==> src/rtl/fifo_rr_wr_arbiter.sv <==
// Round-robin arbiter sharing one FIFO write port between NREQ producers.
// A credit counter of free FIFO slots replaces the FIFO's full flag.
module fifo_rr_wr_arbiter #(
    parameter int NREQ  = 4,
    parameter int DW    = 4,
    parameter int DEPTH = 8,
    parameter int CW    = $clog2(DEPTH + 1)
) (
    input  logic                 clk,
    input  logic                 rst,
    input  logic [NREQ-1:0]      req,
    input  logic [NREQ*DW-1:0]   req_data,
    input  logic                 fifo_rd_en,
    output logic [NREQ-1:0]      ack,
    output logic                 fifo_wr_en,
    output logic [DW-1:0]        fifo_wr_data,
    output logic [CW-1:0]        credits,
    output logic                 busy
);

    localparam int              PW      = (NREQ > 1) ? $clog2(NREQ) : 1;
    localparam logic [CW-1:0]   DEPTH_C = CW'(DEPTH);
    localparam logic [PW-1:0]   LAST_C  = PW'(NREQ - 1);

    logic [NREQ-1:0] lock_r;
    logic [PW-1:0]   ptr_r;
    logic [NREQ-1:0] elig_s;
    logic [NREQ-1:0] grant_oh_s;
    logic [PW-1:0]   grant_idx_s;
    logic [PW-1:0]   ptr_next_s;
    logic            grant_v_s;
    logic            rd_eff_s;
    logic [CW-1:0]   credits_next_s;
    logic [DW-1:0]   data_sel_s;

    // Grant selection, selected data and next credit count.
    always_comb begin
        elig_s      = req & ~lock_r;
        grant_idx_s = {PW{1'b0}};
        data_sel_s  = {DW{1'b0}};
        // Scan offsets from the far end so the one closest to ptr wins.
        for (int off = NREQ - 1; off >= 0; off--) begin
            int            idx;
            logic [PW-1:0] idx_p;
            idx         = (int'(ptr_r) + off) % NREQ;
            idx_p       = idx[PW-1:0];
            grant_idx_s = elig_s[idx_p] ? idx_p : grant_idx_s;
        end
        for (int i = 0; i < NREQ; i++) begin
            data_sel_s = (grant_idx_s == PW'(i)) ? req_data[i*DW +: DW] : data_sel_s;
        end
        grant_v_s  = (|elig_s) && (credits != {CW{1'b0}});
        grant_oh_s = NREQ'(1) << grant_idx_s;
        ptr_next_s = (grant_idx_s == LAST_C) ? {PW{1'b0}} : grant_idx_s + PW'(1);
        // A read while the FIFO is empty is ignored by the FIFO, so it frees nothing.
        rd_eff_s       = fifo_rd_en && (credits != DEPTH_C);
        credits_next_s = credits - CW'(grant_v_s) + CW'(rd_eff_s);
    end

    // Registered write port, acknowledge, round-robin state and credits.
    always_ff @(posedge clk or posedge rst) begin
        if (rst) begin
            ack          <= {NREQ{1'b0}};
            fifo_wr_en   <= 1'b0;
            fifo_wr_data <= {DW{1'b0}};
            credits      <= DEPTH_C;
            ptr_r        <= {PW{1'b0}};
            lock_r       <= {NREQ{1'b0}};
        end else if (grant_v_s) begin
            ack          <= grant_oh_s;
            fifo_wr_en   <= 1'b1;
            fifo_wr_data <= data_sel_s;
            credits      <= credits_next_s;
            ptr_r        <= ptr_next_s;
            lock_r       <= grant_oh_s;
        end else begin
            ack          <= {NREQ{1'b0}};
            fifo_wr_en   <= 1'b0;
            fifo_wr_data <= fifo_wr_data;
            credits      <= credits_next_s;
            ptr_r        <= ptr_r;
            lock_r       <= {NREQ{1'b0}};
        end
    end

    assign busy = (|req) && (credits == {CW{1'b0}});

endmodule

==> config.mk <==
export PLATFORM = sky130hd
export DESIGN_NAME = fifo_rr_wr_arbiter
export DESIGN_NICKNAME = d
export VERILOG_FILES = /design/src/rtl/fifo_rr_wr_arbiter.sv
export SDC_FILE = /design/constraint.sdc
export NUM_CORES = 1
export LEC_CHECK = 0
export CORE_MARGIN = 2
export CORE_UTILIZATION = 41
export CTS_CLUSTER_SIZE = 14
export DETAILED_ROUTE_END_ITERATION = 12
export HOLD_SLACK_MARGIN = 0.02
export PLACE_DENSITY = 0.74
export REMOVE_ABC_BUFFERS = 1
export SLEW_MARGIN = 30
export SYNTH_ARGS = -nofsm -noshare
export SYNTH_HDL_FRONTEND = slang
export SYNTH_SLANG_ARGS = --single-unit
==> constraint.sdc <==
create_clock -name clk -period 2.65 [get_ports clk]
set_input_delay 0.265 -clock clk [delete_from_list [all_inputs] [get_ports clk]]
set_output_delay 0.265 -clock clk [all_outputs]
set_load 0.01 [all_outputs]
Yosys cells after proc, flatten, opt, wreduce, memory -nomap -nowiden
Cells that the tools add are included.

Flip-flop bits (word level): 15. Bits in latches: 0. RAM bits: 0. ROM bits: 0. Bits of input ports: 23. Output and inout port bits: 14. Logic and storage cells: 49. Memories kept: 0.

Add/sub/neg operators: 6. $mul: 0. Div/mod/pow operators: 0. $lt $le $gt $ge: 4. Equality and inequality tests: 4. Shift-type cells: 1. Mux-type cells: 19. Bitwise logic cells: 2. Reduce and logical (&&, ||, !) cells: 8.

Operators by type and width (number): 2-to-1 mux 4 bit (5); less-than comparator 2 x 3 -> 1 bit (second input constant) (4); 2-to-1 mux 2 bit (5); binary-select mux 1 bit (select 2 bit) (4); OR reduction 4 bit (2); 2-to-1 mux 1 bit (5); adder 2 x 1 -> 2 bit (second input constant) (2); adder 2 bit (second input constant) (2); adder 4 x 1 -> 4 bit (1); AND 4 bit (1); == test 2 bit (second input constant) (2); logical NOT 4 bit (1); != test 4 bit (second input constant) (1); inverter 4 bit (1); nonzero test 4 bit (1); << shifter 1 x 2 -> 4 bit (first input constant) (1); subtractor 4 x 1 -> 4 bit (1); logical AND 1 bit (3); == test 2 x 1 -> 1 bit (second input constant) (1); logical NOT 2 bit (1).

Longest topological paths before layout
Gate-level depths: netlist of the first run.

Word-level depth: 13. Depth in mapped cells: 11. Mapped depth without buffers: 10.

Worst setup path before layout of the first run
No wires, ideal clock.

Kind: reg2reg. Start point: reg credits[3]. End point: reg credits[2]. Library setup time: 0.123 ns. Arrival: 2.226 ns. Data required time: 2.527 ns. Path slack: 0.301 ns. Cell stages (with the launch flop): 11. Path buffers: 1. Period minus slack after synthesis: 2.349 ns. Cells stage by stage: dfstp_2 -> inv_1 -> ha_1 -> nor3b_1 -> a41oi_2 -> buf_6 -> ha_1 -> inv_1 -> ha_1 -> fa_1 -> xor2_1.

Longest elaborated chain between the ends: 4. Elaborated cells between the ends (all ways): 6. Classes of those cells: add/sub (2); eq/ne (1); reduce/logical (3).

RTL lines: start, declared (RTL line 17) `output logic [CW-1:0] credits,`; start signal, assigned (RTL line 73) `credits <= credits_next_s;`; start signal, assigned (RTL line 80) `credits <= credits_next_s;`; nonzero test 4 bit (RTL line 52) `grant_v_s = (|elig_s) && (credits != {CW{1'b0}});`; logical AND 1 bit (RTL line 52); via grant_v_s (RTL line 31) `logic grant_v_s;`; subtractor 4 x 1 -> 4 bit (RTL line 57) `credits_next_s = credits - CW'(grant_v_s) + CW'(rd_eff_s);`; adder 4 x 1 -> 4 bit (RTL line 57); via credits_next_s[2] (RTL line 33) `logic [CW-1:0] credits_next_s;`.

The timed path passes the listed nets, and every way through them passes these cells. A chain may end at the register's enable or synchronous reset.

Worst setup path after layout of the first run
Start point: reg ptr_r[1]. End point: reg fifo_wr_data[3].

Longest elaborated chain between the ends: 12. Elaborated cells between the ends (all ways): 23. Classes of those cells: add/sub (3); eq/ne (3); mux (16); reduce/logical (1).

RTL lines: start, declared (RTL line 26) `logic [PW-1:0] ptr_r;`; start signal, assigned (RTL line 67) `ptr_r <= {PW{1'b0}};`; start signal, assigned (RTL line 74) `ptr_r <= ptr_next_s;`; start signal, assigned (RTL line 81) `ptr_r <= ptr_r;`; adder 2 bit (RTL line 45) `idx = (int'(ptr_r) + off) % NREQ;`; binary-select mux 1 bit (select 2 bit) (RTL line 47) `grant_idx_s = elig_s[idx_p] ? idx_p : grant_idx_s;`; 2-to-1 mux 1 bit (not written as such) (RTL line 47); 2-to-1 mux 2 bit (3 in series) (RTL line 47); 2-to-1 mux 2 bit * (RTL line 47); logical NOT 2 bit (RTL line 50) `data_sel_s = (grant_idx_s == PW'(i)) ? req_data[i*DW +: DW] : data_sel_s;`; 2-to-1 mux 4 bit (3 in series) (RTL line 50); 2-to-1 mux 4 bit * (RTL line 50); end signal, assigned (RTL line 65) `fifo_wr_data <= {DW{1'b0}};`; end signal, assigned (RTL line 72) `fifo_wr_data <= data_sel_s;`; end signal, assigned (RTL line 79) `fifo_wr_data <= fifo_wr_data;`; end, declared (RTL line 16) `output logic [DW-1:0] fifo_wr_data,`.

Every way passes the cells marked *; elsewhere a longest branch is shown, timed or not. The select of a mux whose other input is x is not followed.

==> flow_summary.yaml, run 1 <==
clock_tree:
  numCtsBuffers: 3
  cts_setup_buffers: 0
  clock_sinks: 15
  clockRootBuffer: "clkbuf_4"
  htreeDepth: 1
  post_cts_resize_count: 0
  cts_hold_buf: 0
  cts_buffer_depth: 2
  cts_tree: "done"
  insertion_delay_ps: 280
  clk_pin_slew_ps: 100
cells_and_area:
  drive_gt1_frac: 0.131
  synthToLayoutAreaGrowth_pct: 42.1
  nets: 180
  fillers: 216
  layout_common_cells: "clkdlybuf4s50_1 (36), dfrtp_1 (14), ha_1 (10), nor2_1 (9), inv_1 (8)"
  final_area_sq_um: 1480
  final_common_cell: "clkdlybuf4s50_1"
  diodes: 0
floorplanning:
  die_y_um: 54.5
  die_area_sq_um: 2960
  die_w_um: 54.5
  num_rows: 18
  start_util: 0.425
  core-area_sq_um: 2450
  io_pins: 37
worst_setup_path:
  rr_startpoint: "ptr_r[1]$_DFFE_PP0P_"
  path_delay_family: "compound AO/OA/AOI/OAI gates"
  worst_ep_arrival_time_ps: 2620
  path_buf_inv: 1
  ff2ff_path_depth: 10
  r2r_slack_ps: 250
  required_ps: 2870
  worstPathCellList: "and4bb_1 -> a22oi_2 -> o211ai_2 -> buf_4 -> mux2i_1 -> ha_1 -> nor2b_1 -> a221oi_1 -> o31a_1 -> a21oi_2"
  startpoint_type: "flop"
  slowest_delay_ps: 460
  critPathKind: "reg2reg"
  startpoint: "ptr_r[1]$_DFFE_PP0P_"
  slowest_stage: "dfrtp_1"
  end_kind: "flop"
  cp_max_fo: 7
  r2r_end: "fifo_wr_data[3]$_DFFE_PP0P_"
synth:
  netlist_instances: 103
  synth-seq-area-share: 0.361
  avgSynthCellArea_sq_um: 10.1
  synth_area_leaders: "dfrtp_1 (34%), ha_1 (12%), nor2_1 (3.2%), inv_1 (2.9%), dfstp_2 (2.5%)"
  async_reset_ff_frac: 1.00
  synth_top_area_frac: 0.336
  ys_types: 37
  synth-edff-count: 0
  ys.flop_type: "dfrtp_1"
  netlist.top_cell.by_area: "dfrtp_1"
  yosys_warnings: 0
  ys_ff_latch: 15
  syn_area_sq_um: 1040
placement:
  place_area_sq_um: 1450
  gp_congestion: 0.785
  io_buffers: 36
  dp_hpwl_um: 1950
timing:
  fin_hold_ws_ps: 328
  setup_viol: 0
  tightestPinTransition_ps: 570
  slew_headroom: 0.620
  max_freq_mhz: 417
  final_hold_viol_count: 0
  fin_worst_skew_ps: 3.95
  tns_ps: 0
  min_period_ps: 2400
  fin_crit_sh: 0.906
  drv_slew: 0
  rsz0062_at_grt: "false"
grt:
  overflow: 0
  grt_pass1_vias: 938
  antenna_found_initial: 0
  grt_max_degree: 18
  track_usage: 0.191
  grt_pass1_wl_um: 4090
detailed_routing:
  postRouteWirelength_um: 2350
  ant_nets: 0
  vias: 916
  route.detailed.drc: 0
  wire_per_inst_um: 13.4
  drtIter0Drc: 9
  via_per_inst: 5.23
  dr.pass1.iters: 4
hold_path:
  hp-class: "in2async"
pwr:
  p_total_mw: 1.75
  cellLeakagePower_nw: 0.644
  p_per_area_nw_per_um2: 1180
  ir_drop_uv: 667
run_status:
  status: "complete, no violations"
job:
  drv_cap: 0
## worst reg2reg max path, delay by kind of cell, from the launching register on
| kind | cells | cell delay (ps) |
|---|---|---|
| buffers and inverters | 1 | 160 |
| AND/OR/NAND/NOR | 2 | 450 |
| multiplexers | 1 | 200 |
| adder cells (fa/ha/maj) | 1 | 230 |
| flip-flops | 1 | 460 |
| AO/OA/AOI/OAI | 5 | 860 |
## cell families (layout without fill, tap and decap cells)
logic type,count (synthesis),count (layout),synth area share
multiplexers,2,2,0.0240
flip-flops,15,15,0.361
AO/OA/AOI/OAI,28,28,0.221
adder cells (fa/ha/maj),11,11,0.139
XOR/XNOR,2,2,0.0168
buffers and inverters,11,53,0.0540
AND/OR/NAND/NOR,34,34,0.185
## through the flow
stage / std cells / utilization / setup WS, ps
floorplan: 100 / - / 144
global placement: 171 / 0.592 / -7.99
detailed placement: 171 / 0.592 / -28.3
CTS: 175 / 0.604 / 250
global route: 175 / 0.604 / 14.3
finish: 175 / 0.604 / 249
## report_power, final
part / internal, mW / leakage [nW] / switching (mW)
registers: 0.356 / 0.179 / 0.0873
clock network: 0.0572 / 0.0139 / 0.0805
logic: 0.618 / 0.451 / 0.551
## area by class of cell
class,instances,area [sq um],area share
multi-input cells,77,611,0.412
inverters,8,30.0,0.0203
repair buffers,41,398,0.268
clock buffers,3,22.5,0.0152
clock inverters,1,7.51,0.00506
flip-flops and latches,15,377,0.254
well taps,30,37.5,0.0253
## layer usage
metal | part of all wire | track usage | up-vias | routed length, um
li1 | - | - | 449 | -
met1 | 0.45 | 0.233 | 433 | 1050
met2 | 0.49 | 0.343 | 32 | 1150
met3 | 0.060 | 0.0355 | 2 | 140
met4 | 0.0051 | 0.0458 | 0 | 12
met5 | 0 | 0 | - | 0
## state kept, by name, indices dropped and copies added, names as in the netlist
signal / cells
ptr_r: 2
lock_r: 4
credits: 4
fifo_wr_data: 4
fifo_wr_en: 1
## cells in the mapped netlist, drive strengths merged, types with 2 or more instances
master / n
a21oi: 8
a221oi: 3
and2: 4
buf: 3
dfrtp: 14
ha: 10
inv: 8
nand2: 7
nand2b: 4
nor2: 9
nor2b: 3
nor3b: 3
o211ai: 2
o21ai: 3
o31a: 3
xor2: 2
## how the worst max path moves through the flow
stage | to | cells after the start | slack (ps)
after floorplan | credits[2]$_DFF_PP0_ | 9 | 140
after global placement | fifo_wr_data[0]$_DFFE_PP0P_ | 11 | -8
after detailed placement | fifo_wr_data[3]$_DFFE_PP0P_ | 10 | -30
after CTS | fifo_wr_data[3]$_DFFE_PP0P_ | 9 | 250
after global routing | fifo_wr_data[0]$_DFFE_PP0P_ | 10 | 10
final | fifo_wr_data[3]$_DFFE_PP0P_ | 10 | 250
(Power assumes the default switching activity.)
==> inputs of run 2 (changes only) <==
- CORE_MARGIN: 2 -> not set
==> flow_summary.yaml, run 2 (synthesis results as in run 1) <==
run_status:
  status: "complete, no violations"
worst_setup_path:
  path_buf_inv: 0
  critPathKind: "reg2reg"
  slowest_stage: "dfrtp_1"
  startpoint_type: "flop"
  end_kind: "flop"
  path_delay_family: "compound AO/OA/AOI/OAI gates"
  rr_startpoint: "ptr_r[1]$_DFFE_PP0P_"
  cp_max_fo: 7
  worst_ep_arrival_time_ps: 2660
  slowest_delay_ps: 470
  required_ps: 2880
  worstPathCellList: "and4bb_1 -> a22oi_2 -> o211ai_2 -> mux2_4 -> ha_1 -> nor2b_1 -> a221oi_1 -> o31a_1 -> a21oi_2"
  r2r_end: "fifo_wr_data[1]$_DFFE_PP0P_"
  r2r_slack_ps: 220
  ff2ff_path_depth: 9
hold_path:
  hp-class: "in2async"
floorplanning:
  start_util: 0.454
  die_area_sq_um: 2750
  die_y_um: 52.5
  core-area_sq_um: 2300
  io_pins: 37
  num_rows: 17
  die_w_um: 52.5
placement:
  gp_congestion: 0.802
  place_area_sq_um: 1450
  dp_hpwl_um: 1860
  dpl_worst_slack_ps: -64.1
  io_buffers: 36
grt:
  grt_pass1_vias: 934
  track_usage: 0.194
  overflow: 0
  antenna_found_initial: 0
  grt_pass1_wl_um: 3860
  grt_max_degree: 18
cells_and_area:
  final_area_sq_um: 1480
  synthToLayoutAreaGrowth_pct: 41.8
  nets: 180
  layout_common_cells: "clkdlybuf4s50_1 (36), dfrtp_1 (14), ha_1 (10), nor2_1 (9), inv_1 (8)"
  drive_gt1_frac: 0.131
  diodes: 0
  final_common_cell: "clkdlybuf4s50_1"
  top_regs: "credits x4, fifo_wr_data x4, lock_r x4"
clock_tree:
  clockRootBuffer: "clkbuf_4"
  cts_tree: "done"
  cts_hold_buf: 0
  insertion_delay_ps: 290
  clk_pin_slew_ps: 100
  htreeDepth: 1
  cts_setup_buffers: 0
  cts_buffer_depth: 2
  post_cts_resize_count: 0
  numCtsBuffers: 3
  clock_sinks: 15
timing:
  min_period_ps: 2430
  slew_headroom: 0.623
  drv_slew: 0
  fin_hold_ws_ps: 312
  tns_ps: 0
  setup_viol: 0
  rsz0062_at_grt: "false"
  tightestPinTransition_ps: 564
  fin_crit_sh: 0.917
  max_freq_mhz: 411
  final_hold_viol_count: 0
  setup_ws_ps: 220
  fin_worst_skew_ps: 7.42
detailed_routing:
  met1Wirelength_um: 1090
  drtIter0Drc: 13
  postRouteWirelength_um: 2320
  wl_met2_um: 1130
  vias: 898
  top_layer: "met3"
  via_per_inst: 5.19
  wl_met3_um: 97
  wire_per_inst_um: 13.4
  ant_nets: 0
  route.detailed.drc: 0
  dr.pass1.iters: 4
pwr:
  ir_drop_uv: 727
  cellLeakagePower_nw: 0.644
  p_per_area_nw_per_um2: 1180
job:
  drv_cap: 0
[run 2: cell counts in the layout (fill, tap and decap cells not counted)]
Identical to the previous run, type by type.
[run 2: worst max path at each step]
| stage | startpoint | to | slack, ps | depth (start not counted) |
|---|---|---|---|---|
| 4_1_cts | ptr_r[1]$_DFFE_PP0P_ | fifo_wr_data[1]$_DFFE_PP0P_ | 210 | 9 |
| 5_1_grt | ptr_r[1]$_DFFE_PP0P_ | fifo_wr_data[1]$_DFFE_PP0P_ | 60 | 10 |
| 2_1_floorplan | credits[3]$_DFF_PP1_ | credits[2]$_DFF_PP0_ | 140 | 9 |
| 3_3_place_gp | req[3] | fifo_wr_data[1]$_DFFE_PP0P_ | -40 | 10 |
| 6_report | ptr_r[1]$_DFFE_PP0P_ | fifo_wr_data[1]$_DFFE_PP0P_ | 220 | 9 |
| 3_5_place_dp | req[3] | fifo_wr_data[1]$_DFFE_PP0P_ | -60 | 10 |
[run 2: area by class of cell]
type                            instances  area [sq um]
Multi-Input combinational cell         77           611
Inverter                                8          30.0
Clock buffer                            3          22.5
Sequential cell                        15           377
Tap cell                               28          35.0
Fill cell                             220           817
Clock inverter                          1          7.51
Timing Repair Buffer                   41           398
[run 2: report_power, final]
group / internal, mW / switching, mW / total (mW)
clock network: 0.0574 / 0.0799 / 0.137
logic: 0.617 / 0.555 / 1.17
registers: 0.356 / 0.0846 / 0.440
[run 2: per-stage QoR]
step / instances / utilization / total power [mW]
2_1_floorplan: 100 / - / 1.18
3_3_place_gp: 169 / 0.631 / 1.59
3_5_place_dp: 169 / 0.631 / 1.62
4_1_cts: 173 / 0.644 / 1.77
5_1_grt: 173 / 0.644 / 1.92
6_report: 173 / 0.644 / 1.75
[run 2: metal layers]
layer,track usage,up-vias
li1,-,457
met2,0.350,29
met3,0.0261,0
met4,0.0526,0
met5,0,-
met1,0.238,412
